<file path="config.mk">
export PLATFORM = sky130hd
export DESIGN_NAME = sha1_padder
export DESIGN_NICKNAME = d
export VERILOG_FILES = /design/src/rtl/sha1_padder.sv
export SDC_FILE = /design/constraint.sdc
export NUM_CORES = 1
export LEC_CHECK = 0
export ABC_CLOCK_PERIOD_IN_PS = 7650
export CORE_MARGIN = 2
export CORE_UTILIZATION = 60
export CTS_BUF_LIST = sky130_fd_sc_hd__clkbuf_4
export DETAILED_ROUTE_END_ITERATION = 12
export PLACE_DENSITY = 0.94
export SYNTH_ARGS = -nofsm -noshare
export SYNTH_HDL_FRONTEND = slang
export SYNTH_SLANG_ARGS = --single-unit
</file>
<file path="constraint.sdc">
create_clock -name clk -period 7.65 [get_ports clk]
set_input_delay 1.1475 -clock clk [delete_from_list [all_inputs] [get_ports clk]]
set_output_delay 1.1475 -clock clk [all_outputs]
set_load 0.005 [all_outputs]
</file>
<file path="src/rtl/sha1_padder.sv">
// SHA-1 message padder: packs a byte stream into big-endian 32-bit words and
// appends the 0x80 terminator, zero fill and 64-bit bit length per 512-bit block.
module sha1_padder (
    input  logic        clk,
    input  logic        rst,
    input  logic        start,
    input  logic [31:0] message_size,
    input  logic [31:0] padding_length,
    input  logic        in_valid,
    input  logic [7:0]  in_data,
    output logic        in_ready,
    output logic        w_valid,
    output logic [31:0] w_data,
    input  logic        w_ready,
    output logic        w_block_end,
    output logic        w_last,
    output logic        busy,
    output logic        done,
    output logic        err
);
    localparam logic [1:0] ST_IDLE  = 2'd0;
    localparam logic [1:0] ST_RUN   = 2'd1;
    localparam logic [1:0] ST_FLUSH = 2'd2;

    logic [1:0]  r_state;
    logic [31:0] r_s;
    logic [31:0] r_plen;
    logic [31:0] r_p;
    logic [23:0] r_acc;
    logic        r_w_valid;
    logic [31:0] r_w_data;
    logic        r_block_end;
    logic        r_last;
    logic        r_done;
    logic        r_err;

    logic [32:0] w_min_len;
    logic [32:0] w_max_len;
    logic        w_cfg_ok;
    logic        w_in_msg;
    logic        w_is_term;
    logic        w_in_zero;
    logic        w_completes;
    logic        w_stall;
    logic        w_avail;
    logic        w_gen;
    logic        w_final;
    logic        w_out_hs;
    logic [63:0] w_len;
    logic [7:0]  w_len_byte;
    logic [7:0]  w_byte;

    // 33-bit bounds so a message size near 2^32 cannot wrap into acceptance
    assign w_min_len = {1'b0, message_size} + 33'd9;
    assign w_max_len = {1'b0, message_size} + 33'd72;
    assign w_cfg_ok  = (padding_length[5:0] == 6'd0)
                    && ({1'b0, padding_length} >= w_min_len)
                    && ({1'b0, padding_length} <= w_max_len);

    assign w_in_msg    = (r_p < r_s);
    assign w_is_term   = (r_p == r_s);
    assign w_in_zero   = (r_p < (r_plen - 32'd8));
    assign w_completes = (r_p[1:0] == 2'd3);
    assign w_stall     = w_completes && r_w_valid && !w_ready;
    assign w_avail     = w_in_msg ? in_valid : 1'b1;
    assign w_gen       = (r_state == ST_RUN) && !w_stall && w_avail;
    assign w_final     = (r_p == (r_plen - 32'd1));
    assign w_out_hs    = r_w_valid && w_ready;
    assign w_len       = {29'd0, r_s, 3'd0};

    // Length field starts at P-8, a multiple of 8, so p[2:0] is the byte index
    always_comb begin
        w_len_byte = 8'h00;
        case (r_p[2:0])
            3'd0:    w_len_byte = w_len[63:56];
            3'd1:    w_len_byte = w_len[55:48];
            3'd2:    w_len_byte = w_len[47:40];
            3'd3:    w_len_byte = w_len[39:32];
            3'd4:    w_len_byte = w_len[31:24];
            3'd5:    w_len_byte = w_len[23:16];
            3'd6:    w_len_byte = w_len[15:8];
            3'd7:    w_len_byte = w_len[7:0];
            default: w_len_byte = 8'h00;
        endcase
    end

    // Source of the byte at position p
    always_comb begin
        w_byte = 8'h00;
        if (w_in_msg) begin
            w_byte = in_data;
        end else if (w_is_term) begin
            w_byte = 8'h80;
        end else if (w_in_zero) begin
            w_byte = 8'h00;
        end else begin
            w_byte = w_len_byte;
        end
    end

    // Control state, byte counter, accumulator and output word register
    always_ff @(posedge clk) begin
        if (rst) begin
            r_state     <= ST_IDLE;
            r_s         <= 32'd0;
            r_plen      <= 32'd0;
            r_p         <= 32'd0;
            r_acc       <= 24'd0;
            r_w_valid   <= 1'b0;
            r_w_data    <= 32'd0;
            r_block_end <= 1'b0;
            r_last      <= 1'b0;
            r_done      <= 1'b0;
            r_err       <= 1'b0;
        end else begin
            r_done <= 1'b0;
            r_err  <= 1'b0;
            if (w_out_hs) begin
                r_w_valid   <= 1'b0;
                r_block_end <= 1'b0;
                r_last      <= 1'b0;
            end
            case (r_state)
                ST_IDLE: begin
                    if (start) begin
                        if (w_cfg_ok) begin
                            r_s     <= message_size;
                            r_plen  <= padding_length;
                            r_p     <= 32'd0;
                            r_acc   <= 24'd0;
                            r_state <= ST_RUN;
                        end else begin
                            r_err <= 1'b1;
                        end
                    end
                end
                ST_RUN: begin
                    if (w_gen) begin
                        r_p <= r_p + 32'd1;
                        if (w_completes) begin
                            r_w_data    <= {r_acc, w_byte};
                            r_w_valid   <= 1'b1;
                            r_block_end <= (r_p[5:2] == 4'd15);
                            r_last      <= w_final;
                        end else begin
                            r_acc <= {r_acc[15:0], w_byte};
                        end
                        if (w_final) begin
                            r_state <= ST_FLUSH;
                        end
                    end
                end
                ST_FLUSH: begin
                    if (w_out_hs) begin
                        r_done  <= 1'b1;
                        r_state <= ST_IDLE;
                    end
                end
                default: begin
                    r_state <= ST_IDLE;
                end
            endcase
        end
    end

    assign in_ready    = (r_state == ST_RUN) && w_in_msg && !w_stall;
    assign w_valid     = r_w_valid;
    assign w_data      = r_w_data;
    assign w_block_end = r_block_end;
    assign w_last      = r_last;
    assign busy        = (r_state != ST_IDLE);
    assign done        = r_done;
    assign err         = r_err;

endmodule
</file>
==> results <==
- The initial core utilization is 60.5%.
- The max-slew violation count is 0.
- The H-tree depth reported by CTS is 4.
- Global routing consumed, on the met1 layer, 42.2% of the routing resources.
- The number of global-route vias before repair is 11.2k.
- The cell area that synthesis handed to floorplanning was 0.0121 mm².
- Relative to the synthesized area, the layout overhead comes to 12.3%.
- The type of the worst setup path is input port to flop.
- The count of buffers added on input and output ports is 115.
- The post-place setup slack is 848 ps.
- Measured on the finished design, the core utilization comes to between 60% and 70%.
- Global routing consumed, on the met3 layer, 5.03% of the routing resources.
- The final RePlAce weighted congestion is just under 1.
- The number of hold buffers added after cts is 0.
- The sequential share of power is 52.3%.
- The horizontal die dimension is 146 µm.
- The height of the chip is 146 µm.
- On the final layout, the worst clock skew is 31.1 ps.
- Of all flip-flops after synthesis, the portion carrying an async set or reset was 0%.
- The flow ran to the end, and the final reports show no timing, DRC or antenna violations.
- Entering global routing, the biggest net connects 101 pins.
- The number of placed instances, taps included, is 1824.
- The normalized max-slew margin is 17.6%.
- In the final timing run, aggregate negative setup slack is 0 ps.
- The peak supply drop is 106 µV.
- Counting instances, the worst hold path has a depth of 2.
- The tree is rooted in a sky130_fd_sc_hd__clkbuf_4.
- The HPWL reported at the end of detailed placement is around 27 mm.
- For the pin with the worst max-slew slack, the measured transition is 1220 ps.
- For the worst setup path, the data required time is 8130 ps.
- The finished cells cover 0.0136 mm².
- The internal portion of the total power is 1.11 mW.
- TritonCTS created 17 clock buffers.
- The setup slack of the critical path after layout is between 1000 and 1500 ps.
- After floorplanning, the core was divided into 52 placement rows.
- The number of antenna violations at the first check in global routing is 1.
- The die covers 0.0214 mm².
- The most critical setup path has its startpoint at message_size[0].
- After clock tree synthesis, the clock-pin slew on the worst setup and hold paths is 150 ps.
- The busiest metal layer after global routing is met2.
- Sorting the synthesized cells by area gives the leading types as sky130_fd_sc_hd__dfxtp_1 (26%), sky130_fd_sc_hd__ha_1 (14%), sky130_fd_sc_hd__a21oi_1 (6.3%).
- Once placement finished, the instance area stood at between 0.01 and 0.015 mm².
- The worst hold slack is 484 ps.
- The class of the tightest hold or removal check is flop to flop.
- Leaving out fill and tap cells, the most frequent cells in the layout are sky130_fd_sc_hd__nand2_1 (195), sky130_fd_sc_hd__dfxtp_1 (159), sky130_fd_sc_hd__a21oi_1 (153).
- The reg-to-reg critical path startpoint is r_plen[9]$_SDFFE_PP0P_.
- Leaving out fill and tap cells, the most frequent cell in the layout is sky130_fd_sc_hd__nand2_1.
- The number of nets handed over by synthesis was 1744.
- Post-CTS timing repair inserted 0 buffers for setup.
- The final setup violation count is 0.
- For this design the total switching power over the nets is 480 µW.
- The total area inside the core boundary comes to 0.0200 mm².
- The proportion of netlist area held by the largest area contributor is 26.3%.
- The number of register bits inferred by synthesis is around 160.
- The clock latency on the worst-skew pair is roughly 600 ps.
- The count of TritonRoute iterations in the first routing pass is 10.
- Total power for the finished layout comes to around 1.6 mW.
- The remaining global-route overflow is 0.
- The initial DRC count is 1351.
- The number of clock sinks seen by CTS is approximately 160.
- In the global route stage, overall resource usage came out at 32.6%.
- The number of gates resized after CTS was 0.
- The number of antenna-violating nets in the routed design is 0.
- The maximum clock frequency is 159 MHz.
- For the worst setup path, the data arrival time is 6770 ps.
- The met2 layer usage reported by global route is 54.4%.
- The number of synthesized flops with an enable pin is 0.
- In this run, distinct cell masters in the synthesized netlist total 73.
- The non-filler instance count after layout is 1857.
- In the routed design, unresolved DRC markers number 0.
- After filler insertion, the fill cell instance count of the layout stands at 1662.
- The aggregate routed wire length is 35.6 mm.
- The total I/O pin count is 116.
- In the final routed layout, each cell accounts on average for approximately 19 µm.
- STA classifies the critical path endpoint as a flop.
- The depth of the most critical reg-to-reg path is 16.
- The final net count is 1789.
- In this run the static leakage power is about 5.2 nW.
- In the routed layout, each cell is associated on average with a via count of 6.40.
- The Yosys step of the flow raised 0 warnings.
- The detailed router placed between 10k and 15k vias in this run.
- The average instance in the mapped netlist occupies 7.94 µm².
- The clock period minus final worst setup slack is 6280 ps.
- The number of buffers between clock root and the deepest sink is 2.
- Power spread over the standard cell area amounts to 117 mW/mm².
- The count of final hold-check violations is 0.
- The number of maximum-capacitance violations is 0.
- The global-route wire length before repair is roughly 57 mm.
- The cell count after synthesis is 1528.
- The CTS tree is yes.
- Of the total power, the clock network draws 34.1%.
- Setup repair after global routing left no endpoint under its margin.
- Summed over all instances, the cell type with the most area after synthesis is sky130_fd_sc_hd__dfxtp_1.
- Along the worst path, the maximum fanout reaches 64.
- The worst setup path is launched from an input port.
- The proportion of total power due to net switching is roughly 30%.
- The fraction of layout instances using a drive strength above 1 is 5.61%.
- In the synthesized netlist the dominant register cell turns out to be sky130_fd_sc_hd__dfxtp_1.
- In this run, the combinational gates consume about 14% of the power.
- The final clock period utilization by the worst path is 82.2%.
- The sequential area share after synthesis is a little over a quarter.
- The origin of the worst min-delay path is r_acc[21]$_SDFFE_PP0P_.
-- cells in the mapped netlist (4+ instances only) --
cell                          n
sky130_fd_sc_hd__and3_1      14
sky130_fd_sc_hd__buf_1        8
sky130_fd_sc_hd__o21ai_0     29
sky130_fd_sc_hd__nor2_1     100
sky130_fd_sc_hd__a22oi_1      8
sky130_fd_sc_hd__xor2_1      52
sky130_fd_sc_hd__and4_1       8
sky130_fd_sc_hd__nand4_1     49
sky130_fd_sc_hd__a21o_1      30
sky130_fd_sc_hd__a211oi_1    15
sky130_fd_sc_hd__or2_2        6
sky130_fd_sc_hd__a21oi_1    153
sky130_fd_sc_hd__nand3_1     49
sky130_fd_sc_hd__buf_2       26
sky130_fd_sc_hd__a2111oi_0    4
sky130_fd_sc_hd__nor4_1      14
sky130_fd_sc_hd__nand2b_1    10
sky130_fd_sc_hd__a222oi_1     9
sky130_fd_sc_hd__ha_1       139
sky130_fd_sc_hd__or3_1       10
sky130_fd_sc_hd__clkbuf_1    60
sky130_fd_sc_hd__o2bb2ai_1    7
sky130_fd_sc_hd__dfxtp_1    159
sky130_fd_sc_hd__inv_1       54
sky130_fd_sc_hd__nor2b_1      8
sky130_fd_sc_hd__nor3b_1     28
sky130_fd_sc_hd__o211ai_1    24
sky130_fd_sc_hd__xnor2_1     71
sky130_fd_sc_hd__nor3_1      59
sky130_fd_sc_hd__or4_1       11
sky130_fd_sc_hd__mux2i_1     27
sky130_fd_sc_hd__nand2_1    195
sky130_fd_sc_hd__mux2_2      28
sky130_fd_sc_hd__o2111ai_1    4
sky130_fd_sc_hd__o31ai_1      4
-- final timing paths --
kind / to / slack [ps]
worst min register to register: r_acc[21]$_SDFFE_PP0P_ / 480
worst max-delay path: r_p[31]$_SDFFE_PP0P_ / 1370
worst min-delay path: r_acc[21]$_SDFFE_PP0P_ / 480
worst max register to register: w_data[3]$_SDFFE_PP0P_ / 2490
-- registers in the layout (all words and copies together), names as in the netlist --
signal and flops:
done 1, err 1, r_acc 24, r_p 32
r_plen 32, r_s 32, r_state 2, w_block_end 1
w_data 32, w_last 1, w_valid 1
-- cell families after synthesis --
group                    after synthesis  share of synthesized area [%]
flip-flops                           159                           26.3
adder cells (fa/ha/maj)              139                           14.3
AND/OR/NAND/NOR                      579                           23.7
buffers and inverters                152                           5.10
multiplexers                          55                           4.83
AO/OA/AOI/OAI                        321                           16.9
XOR/XNOR                             123                           8.88
-- per-layer routing --
layer  up-vias  share of wire (%)
met1      5571                 41
met3       144                7.9
met4         0                4.4
met2       581                 47
met5         -                  0
li1       5597                  -
-- worst max-delay path: stages --
cell                              delay, ps
sky130_fd_sc_hd__clkdlybuf4s50_1        600
sky130_fd_sc_hd__ha_1                   230
sky130_fd_sc_hd__a21oi_1                120
sky130_fd_sc_hd__nor3b_1                310
sky130_fd_sc_hd__nand4_1                290
sky130_fd_sc_hd__nor3_1                 790
sky130_fd_sc_hd__nand3_1                180
sky130_fd_sc_hd__xor2_1                 180
sky130_fd_sc_hd__ha_1                   300
sky130_fd_sc_hd__a21oi_1                170
sky130_fd_sc_hd__o21ai_0                100
sky130_fd_sc_hd__a211oi_1               210
sky130_fd_sc_hd__o2111ai_1              170
sky130_fd_sc_hd__a41oi_1                390
sky130_fd_sc_hd__a2111o_2               740
sky130_fd_sc_hd__buf_12                 340
sky130_fd_sc_hd__a211oi_1               140
sky130_fd_sc_hd__mux2_2                 300
-- area by class of cell --
cell class | instances | area (µm²) | area share (%)
diodes | 1 | 2.50 | 0.0184
flip-flops and latches | 159 | 3180 | 23.4
clock buffers | 17 | 128 | 0.937
well taps | 270 | 338 | 2.48
inverters | 55 | 206 | 1.52
clock inverters | 15 | 186 | 1.37
multi-input cells | 1217 | 8340 | 61.2
repair buffers | 123 | 1230 | 9.06
-- power by group through the flow --
stage / Sequential, mW / Clock [mW] / Combinational (mW)
2_1_floorplan: 0.847 / 0 / 0.125
3_3_place_gp: 0.848 / 0 / 0.205
3_5_place_dp: 0.848 / 0 / 0.211
4_1_cts: 0.830 / 0.543 / 0.213
5_1_grt: 0.831 / 0.575 / 0.237
6_report: 0.830 / 0.542 / 0.216
Note: power is estimated with default switching activity, not from simulation.
